[src/rtl/game_pkg.sv]
// Shared types and constants for the Conway run-control sequencer.
package game_pkg;

  typedef enum logic [2:0] {
    S_LOAD,
    S_PAUSED,
    S_RUN,
    S_CHECK,
    S_HALT
  } seq_state_t;

  localparam logic [1:0] SPEED_SLOW = 2'd0;
  localparam logic [1:0] SPEED_MED  = 2'd1;
  localparam logic [1:0] SPEED_FAST = 2'd2;
  localparam logic [1:0] SPEED_MAX  = 2'd3;

  // Each speed step divides the step period by four.
  function automatic logic [2:0] speed_shift(input logic [1:0] speed);
    return {speed, 1'b0};
  endfunction

endpackage

[src/rtl/button_conditioner.sv]
// Raw button -> 2-flop sync -> debounce (stable 2^DEBOUNCE_W samples) -> one-cycle press pulse.
module button_conditioner #(
  parameter int DEBOUNCE_W = 16
) (
  input  logic clk,
  input  logic rst,
  input  logic btn,
  output logic pulse
);

  logic                  sync1;
  logic                  sync2;
  logic                  stable;
  logic [DEBOUNCE_W-1:0] cnt;

  always_ff @(posedge clk or negedge rst) begin
    if (!rst) begin
      sync1  <= 1'b0;
      sync2  <= 1'b0;
      stable <= 1'b0;
      cnt    <= '0;
      pulse  <= 1'b0;
    end else begin
      sync1 <= btn;
      sync2 <= sync1;
      pulse <= 1'b0;
      // Any bounce back to the accepted level restarts the stability window.
      if (sync2 == stable) begin
        cnt <= '0;
      end else if (cnt == '1) begin
        stable <= sync2;
        cnt    <= '0;
        pulse  <= sync2;
      end else begin
        cnt <= cnt + DEBOUNCE_W'(1);
      end
    end
  end

endmodule

[src/rtl/game_sequencer.sv]
// Run/pause/single-step scheduler driving cell ena/load strobes, with generation count and auto-halt.
// Define STAGNATION_DETECT_EN to also halt when a step leaves the grid unchanged (still life).
module game_sequencer
  import game_pkg::*;
#(
  parameter int N           = 8,
  parameter int BASE_PERIOD = 8388608,
  parameter int DEBOUNCE_W  = 16,
  parameter int GEN_W       = 16
) (
  input  logic             clk,
  input  logic             rst,
  input  logic             btn_run,
  input  logic             btn_step,
  input  logic             btn_load,
  input  logic [1:0]       speed,
  input  logic [N*N-1:0]   cells_q,
  output logic             cell_ena,
  output logic             cell_load,
  output logic             running,
  output logic             halted,
  output logic [GEN_W-1:0] generation
);

  localparam int DIV_W = $clog2(BASE_PERIOD) + 1;

  logic run_p, step_p, load_p;

  button_conditioner #(.DEBOUNCE_W(DEBOUNCE_W)) u_run (
    .clk(clk), .rst(rst), .btn(btn_run), .pulse(run_p)
  );
  button_conditioner #(.DEBOUNCE_W(DEBOUNCE_W)) u_step (
    .clk(clk), .rst(rst), .btn(btn_step), .pulse(step_p)
  );
  button_conditioner #(.DEBOUNCE_W(DEBOUNCE_W)) u_load (
    .clk(clk), .rst(rst), .btn(btn_load), .pulse(load_p)
  );

  seq_state_t       state, state_nxt;
  logic             from_run, from_run_nxt;
  logic [DIV_W-1:0] divider, divider_nxt;
  logic [DIV_W-1:0] period;
  logic [GEN_W-1:0] gen_nxt;
  logic             step_due;
  logic             stuck;
  logic             halt_cond;

  // Compare against the live period so a speed change takes effect at once.
  assign period    = DIV_W'(BASE_PERIOD) >> speed_shift(speed);
  assign step_due  = (divider >= (period - DIV_W'(1)));
  assign halt_cond = (cells_q == '0) || stuck;

`ifdef STAGNATION_DETECT_EN
  logic [N*N-1:0] snapshot;

  always_ff @(posedge clk or negedge rst) begin
    if (!rst) begin
      snapshot <= '0;
    end else if (state == S_LOAD) begin
      snapshot <= '0;
    end else if (cell_ena) begin
      snapshot <= cells_q;
    end
  end

  assign stuck = (cells_q == snapshot);
`else
  assign stuck = 1'b0;
`endif

  always_ff @(posedge clk or negedge rst) begin
    if (!rst) begin
      state      <= S_LOAD;
      from_run   <= 1'b0;
      divider    <= '0;
      generation <= '0;
    end else begin
      state      <= state_nxt;
      from_run   <= from_run_nxt;
      divider    <= divider_nxt;
      generation <= gen_nxt;
    end
  end

  always_comb begin
    state_nxt    = state;
    from_run_nxt = from_run;
    divider_nxt  = divider;
    gen_nxt      = generation;
    cell_ena     = 1'b0;
    cell_load    = 1'b0;
    case (state)
      S_LOAD: begin
        cell_load    = 1'b1;
        gen_nxt      = '0;
        divider_nxt  = '0;
        from_run_nxt = 1'b0;
        state_nxt    = S_PAUSED;
      end
      S_PAUSED: begin
        if (load_p) begin
          state_nxt = S_LOAD;
        end else if (run_p) begin
          divider_nxt = '0;
          state_nxt   = S_RUN;
        end else if (step_p) begin
          cell_ena     = 1'b1;
          from_run_nxt = 1'b0;
          state_nxt    = S_CHECK;
        end
      end
      S_RUN: begin
        if (load_p) begin
          state_nxt = S_LOAD;
        end else if (run_p) begin
          state_nxt = S_PAUSED;
        end else if (step_due) begin
          cell_ena     = 1'b1;
          divider_nxt  = '0;
          from_run_nxt = 1'b1;
          state_nxt    = S_CHECK;
        end else begin
          divider_nxt = divider + DIV_W'(1);
        end
      end
      S_CHECK: begin
        if (generation != '1) gen_nxt = generation + GEN_W'(1);
        // A run press landing here flips the return destination.
        if (run_p) from_run_nxt = ~from_run;
        if (load_p) begin
          state_nxt = S_LOAD;
        end else if (halt_cond) begin
          state_nxt = S_HALT;
        end else begin
          state_nxt = (from_run ^ run_p) ? S_RUN : S_PAUSED;
        end
      end
      S_HALT: begin
        if (load_p) state_nxt = S_LOAD;
      end
      default: state_nxt = S_LOAD;
    endcase
  end

  assign running = (state == S_RUN) || ((state == S_CHECK) && from_run);
  assign halted  = (state == S_HALT);

endmodule

[config.mk]
export PLATFORM = sky130hd
export DESIGN_NAME = game_sequencer
export DESIGN_NICKNAME = d
export VERILOG_FILES = /design/src/rtl/game_pkg.sv /design/src/rtl/button_conditioner.sv /design/src/rtl/game_sequencer.sv
export SDC_FILE = /design/constraint.sdc
export NUM_CORES = 1
export LEC_CHECK = 0
export BUFFER_PORTS_ARGS = -buffer_cell sky130_fd_sc_hd__buf_2
export CAP_MARGIN = 10
export CORE_MARGIN = 5
export CORE_UTILIZATION = 51
export CTS_CLUSTER_DIAMETER = 30
export DETAILED_ROUTE_END_ITERATION = 8
export PLACE_DENSITY = 0.76
export SYNTH_ARGS = -nofsm -noshare
export SYNTH_HDL_FRONTEND = slang
export SYNTH_SLANG_ARGS = --single-unit
[constraint.sdc]
create_clock -name clk -period 3.4 [get_ports clk]
set_clock_uncertainty 0.15 [all_clocks]
set_input_delay 0.68 -clock clk [delete_from_list [all_inputs] [get_ports clk]]
set_output_delay 0.68 -clock clk [all_outputs]
set_load 0.005 [all_outputs]
==> results of run 1 <==
## sequential cells by signal, indices dropped and copies added, names as in the netlist
register       flops
state              3
generation        16
from_run           1
u_step.sync1       1
u_step.sync2       1
u_run.cnt         16
u_run.sync1        1
divider           24
u_load.stable      1
u_step.stable      1
u_load.sync1       1
u_load.pulse       1
u_run.stable       1
u_step.cnt        16
u_run.pulse        1
u_load.sync2       1
u_load.cnt        16
u_step.pulse       1
u_run.sync2        1
## critical path: cells and delay by family
family / cells / cell delay (ps)
buffers and inverters: 2 / 270
and+or+nand+nor: 3 / 620
AOI/OAI and AO/OA: 3 / 750
adders and majority gates: 1 / 260
## power breakdown
| group | switching (mW) | leakage (nW) | internal [mW] |
|---|---|---|---|
| registers | 0.0123 | 1.43 | 1.25 |
| clock network | 0.423 | 0.0860 | 0.340 |
| logic | 0.0606 | 1.27 | 0.0499 |
## Yosys cell counts (3+ instances only)
cell type  number
inv_1          16
a211oi_1        5
and3_1          9
and4_1          5
nand3_1        28
a31oi_1         5
o22ai_1         4
nor3b_1         5
nor2_1         83
mux2i_1         4
nand2b_1        6
xnor2_1        25
o211ai_1        5
nand4_1        26
ha_1           10
clkbuf_1        8
dfrtp_1       104
xor2_1         39
o21ai_0        13
a2111oi_0       4
nand2_1        43
or3_1           9
and2_1          3
o2111ai_1       5
mux2_2          3
nor4_1         19
buf_2           8
nor3_1         15
a21oi_1        19
## cell type report
cell class,count,area (um2),share of cell area
well taps,136,170,0.0271
multi-input cells,422,2700,0.431
repair buffers,102,556,0.0885
clock inverters,4,53.8,0.00857
inverters,16,60.1,0.00957
flip-flops and latches,104,2600,0.415
clock buffers,11,131,0.0209
## what timing repair did
action | 4_1_cts | 5_1_grt
pin swaps | 9 | 1
buffers inserted | 1 | 0
gates resized for setup | 8 | 0
endpoints found under the setup margin | 1 | 1
## cell families after synthesis
logic type / share of synthesized area
AO/OA/AOI/OAI: 0.0938
XOR/XNOR: 0.104
adder cells (fa/ha/maj): 0.0232
buffers and inverters: 0.0269
flip-flops: 0.482
multiplexers: 0.0137
other: 0.000694
AND/OR/NAND/NOR: 0.256
## worst max path at each step
stage,from,to,slack [ps],cells past startpoint
floorplan,speed[0],cell_ena,20,7
global placement,speed[0],cell_ena,-320,9
detailed placement,speed[0],cell_ena,-320,9
CTS,speed[1],cell_ena,-50,9
global route,speed[1],cell_ena,-130,9
finish,speed[1],cell_ena,-30,9
## metal layers
layer  global-route usage  wire length (um)  share of wire
met1                0.237              4960           0.43
met2                0.318              5550           0.48
met3               0.0433               717          0.062
met4               0.0745               300          0.026
met5                    0                 0              0
## through the flow
stage,instances,instance area [um2],TNS (ps),total power [mW],setup slack (ps)
after CTS,795,6270,-48.5,2.16,-48.5
after global placement,779,6020,-317,1.39,-317
after global routing,795,6270,-127,2.22,-127
final,795,6270,-32.1,2.13,-32.1
after detailed placement,779,6020,-321,1.39,-321
after floorplan,560,5400,0,1.31,23.8
==> impl_metrics.json, run 1 <==
{
  "start_util": 0.523,
  "worstPathCellList": "buf_6, or2_4, ha_4, nand4_1, nor3_4, o2111ai_4, a211o_1, a2111oi_4, buf_2",
  "hold_class": "register to register",
  "fmax_mhz": 291,
  "place.gp.congestion": 0.796,
  "port_buffers": 90,
  "ys_seq_elements": 104,
  "syn_inst": 560,
  "layout_setup_ws_ps": -32.1,
  "postRouteAntennaNets": 0,
  "wl_mm": 11.5,
  "criticalPathCategory": "input port to output port",
  "critPathRequiredTime_ps": 2570,
  "yosys-top-cells-area": "dfrtp_1 (48%), xor2_1 (6.3%), nor2_1 (5.8%)",
  "worst_pin_slew_ps": 998,
  "cts_buffers": 9,
  "end_kind": "output port",
  "grt_max_degree": 81,
  "overflow": 0,
  "mostFrequentLayoutCell": "dfrtp_1",
  "yosysWarnings": 0,
  "post-dp-hpwl_mm": 8.32,
  "violations": "setup timing",
  "synth_edf_count": 0,
  "yosysUniqueCellTypes": 55,
  "ir_drop_v": 0.000188,
  "drive_gt1_frac": 0.203,
  "antennaDiodeCount": 0,
  "outcome": "finished with violations",
  "die_w_um": 113,
  "drv_slew": 0,
  "leakagePower_nw": 2.78,
  "syn_avg_cell_area_um2": 9.65,
  "ys.flop_type": "dfrtp_1",
  "clkTransAtPathRegs_ps": 100,
  "postCtsHoldBufs": 0,
  "hp-start": "u_load.sync1$_DFF_PN0_",
  "ios": 91,
  "regToRegStartpoint": "divider[19]$_DFFE_PN0P_",
  "grt_pass1_wl_mm": 20.2,
  "vias": 4492,
  "rows": 37,
  "final_hold_viol_count": 0,
  "layout_common_cells": "dfrtp_1 (104), buf_2 (87), nor2_1 (83)",
  "drc": 0,
  "crit_fanout": 3,
  "dr.pass1.iters": 4,
  "die_h_um": 113,
  "slowest_delay_ps": 320,
  "start_kind": "input port",
  "cpMaxStageDelayCell": "a211o_1",
  "fillers": 899,
  "final_core_util": 0.608,
  "ys_seq_area_frac": 0.482,
  "drt_iter0_drc": 240,
  "drv_cap": 0,
  "synth_top_area_frac": 0.482,
  "worstRegToRegCells": 8,
  "tritoncts": "built",
  "slew_headroom": 0.335,
  "rsz0062_at_grt": "true",
  "synth_area_leader_cell": "dfrtp_1",
  "dieArea_mm2": 0.0127,
  "h-tree-depth": 3,
  "hold_depth": 0,
  "cts_root_buf": "clkbuf_8",
  "r2r-end": "divider[4]$_DFFE_PN0P_",
  "clock_sinks": 104,
  "antenna_found_initial": 0,
  "area_growth_pct": 16.2,
  "grt_usage": 0.189,
  "period_share": 1.01,
  "clockBufferDepth": 2,
  "holdWs_ps": 211,
  "async_flop_share": 1.00,
  "setup_viol": 1,
  "layout.nets": 736,
  "hold_path_end": "u_load.sync2$_DFF_PN0_",
  "viasPerCell": 5.65,
  "netlist_area_mm2": 0.00540,
  "syn-num-nets": 641,
  "arrival_ps": 2600,
  "core_mm2": 0.0103,
  "period_minus_slack_ps": 3430,
  "post_drt_wl_per_cell_um": 14.5,
  "powerDensity_mw_per_mm2": 340,
  "grt_pass1_vias": 4532,
  "r2r_setup_slack_ps": 710,
  "worstSkewPairLatency_ps": 370
}
(Power assumes the default switching activity.)
==> run 2: changes to the inputs <==
- ABC_AREA: unset -> 1
- CORE_UTILIZATION: 51 -> 52
- PLACE_DENSITY: 0.76 -> 0.77
==> run 2 against run 1 <==
Net effect: the flow now finishes without violations; highest routed layer unchanged; sequential share of layout area is 3.8 points lower; sequential power hardly changed; routed wire length is 11% higher; synthesized area is 9.4% higher; global-route usage is 0.79 points higher; combinational power hardly changed; maximum frequency is 13% higher; critical endpoint unchanged; largest power group unchanged; critical path depth is 2 higher.
==> impl_metrics.json, run 2 <==
{
  "mostFrequentLayoutCell": "nand2_1",
  "worstSkewPairLatency_ps": 340,
  "yosysUniqueCellTypes": 37,
  "muxShareOfSynthArea": 0,
  "clockBufferDepth": 2,
  "grt_pass1_vias": 4985,
  "dr.pass1.iters": 4,
  "slew_headroom": 0.638,
  "rsz0062_at_grt": "false",
  "final_core_util": 0.613,
  "criticalPathCategory": "input port to output port",
  "die_w_um": 117,
  "top_register": "divider",
  "total_power_mw": 2.62,
  "fmax_mhz": 329,
  "cts_buffers": 9,
  "period_minus_slack_ps": 3040,
  "regToRegStartpoint": "divider[0]$_DFFE_PN0P_",
  "area_growth_pct": 16.9,
  "start_kind": "input port",
  "clock_sinks": 104,
  "tritoncts": "built",
  "ys_seq_elements": 104,
  "synthAdderAreaFrac": 0.0212,
  "cts_root_buf": "clkbuf_16",
  "power.internal_mw": 2.10,
  "drv_cap": 0,
  "placed_area_mm2": 0.00654,
  "syn_avg_cell_area_um2": 7.46,
  "antenna_found_initial": 0,
  "synth_simple_gate_area_frac": 0.357,
  "p_sw_uw": 521,
  "post_drt_wl_per_cell_um": 12.3,
  "rows": 39,
  "post-dp-hpwl_mm": 9.44,
  "place.gp.congestion": 0.909,
  "netlist_area_mm2": 0.00591,
  "layout_setup_ws_ps": 358,
  "synth_edf_count": 0,
  "critPathRequiredTime_ps": 2570,
  "powerDensity_mw_per_mm2": 379,
  "pwr-share-seq": 0.481,
  "tns_ps": 0,
  "drc": 0,
  "grt_max_degree": 79,
  "postRouteAntennaNets": 0,
  "dieArea_mm2": 0.0136,
  "drt_iter0_drc": 269,
  "worstRegToRegCells": 10,
  "overflow": 0,
  "synth-compound-area-share": 0.0521,
  "port_buffers": 90,
  "vias": 5300,
  "yosys-top-cells-area": "dfrtp_1 (44%), nand2_1 (11%), nor2_1 (9.7%)",
  "period_share": 0.895,
  "drv_slew": 0,
  "largest_reg_flops": 24,
  "drive_gt1_frac": 0.147,
  "ctsResizeCount": 0,
  "ys_seq_area_frac": 0.441,
  "power_frac_comb": 0.043,
  "antennaDiodeCount": 0,
  "h-tree-depth": 3,
  "worst_pin_slew_ps": 530,
  "start_util": 0.524,
  "core_mm2": 0.0113,
  "ios": 91,
  "async_flop_share": 1.00,
  "leakagePower_nw": 3.38,
  "synth_common_cells": "nand2_1 (174), nor2_1 (152), dfrtp_1 (104), inv_1 (97), nand3_1 (53)",
  "synth_area_leader_cell": "dfrtp_1",
  "ir_drop_v": 0.000291,
  "syn-num-nets": 873,
  "layout_common_cells": "nand2_1 (174), nor2_1 (152), dfrtp_1 (104)",
  "post-route-cell-area_mm2": 0.00691,
  "hold_class": "input port to asynchronous set/reset pin",
  "end_kind": "output port",
  "arrival_ps": 2210,
  "ys.flop_type": "dfrtp_1",
  "outcome": "complete, no violations",
  "r2r_setup_slack_ps": 1190,
  "viasPerCell": 5.11,
  "synth_top_family_by_area": "simple AND/OR/NAND/NOR gates",
  "post_cts_buffers": 0,
  "pwr-share-clk": 0.476,
  "crit_fanout": 4,
  "syn_inst": 792,
  "post-place-ws_ps": 354,
  "synthXorXnorAreaFrac": 0.0563,
  "power_switching_share": 0.199,
  "clkTransAtPathRegs_ps": 70,
  "r2r-end": "divider[20]$_DFFE_PN0P_",
  "synth_top_area_frac": 0.441,
  "grt_pass1_wl_mm": 21.8,
  "layout.nets": 971,
  "synth.most_common_cell": "nand2_1",
  "postCtsHoldBufs": 0,
  "grt_usage": 0.197,
  "die_h_um": 117,
  "yosysWarnings": 0,
  "setup_viol": 0,
  "wl_mm": 12.8,
  "final_hold_viol_count": 0
}
## run 2: final cells by class
| class | instances | area (um2) |
|---|---|---|
| Sequential cell | 104 | 2600 |
| Tap cell | 143 | 179 |
| Clock buffer | 9 | 225 |
| Timing Repair Buffer | 94 | 495 |
| Inverter | 102 | 383 |
| Clock inverter | 7 | 141 |
| Fill cell | 1018 | 4370 |
| Multi-Input combinational cell | 579 | 2880 |
## run 2: power groups by stage
stage	logic (mW)	clock network [mW]	registers [mW]
final	0.113	1.25	1.26
after global routing	0.131	1.33	1.26
after CTS	0.117	1.28	1.26
after detailed placement	0.116	0	1.28
after global placement	0.114	0	1.28
after floorplan	0.0392	0	1.28
## run 2: metrics by stage
stage	instances	hold WS, ps
finish	1038	92.4
global route	1038	112
CTS	1038	98.6
detailed placement	1022	190
global placement	1022	185
floorplan	792	181
## run 2: cell families after synthesis
group,count (synthesis)
AND/OR/NAND/NOR,477
buffers and inverters,109
flip-flops,104
AO/OA/AOI/OAI,53
XOR/XNOR,38
adder cells (fa/ha/maj),10
other,1
## run 2: layer usage
layer / GRT usage / vias to the layer above / part of all wire
met4: 0.0558 / 0 / 0.015
li1: - / 2748 / -
met2: 0.334 / 120 / 0.46
met5: 0 / - / 0
met3: 0.0363 / 15 / 0.069
met1: 0.260 / 2417 / 0.46
## run 2: worst max-delay path by stage
| stage | startpoint | endpoint | slack (ps) |
|---|---|---|---|
| 6_report | speed[0] | cell_ena | 360 |
| 5_1_grt | speed[0] | cell_ena | 250 |
| 4_1_cts | speed[0] | cell_ena | 350 |
| 3_5_place_dp | speed[0] | cell_ena | 350 |
| 3_3_place_gp | speed[0] | cell_ena | 400 |
| 2_1_floorplan | speed[0] | cell_ena | 740 |
## run 2: critical path: stages
cell	delay, ps
buf_2	110
or2_2	300
ha_1	280
nand2_1	60
nor2_1	150
nand2_1	70
nor2_1	80
nand3_1	90
nand3_1	100
a22o_1	170
buf_2	130
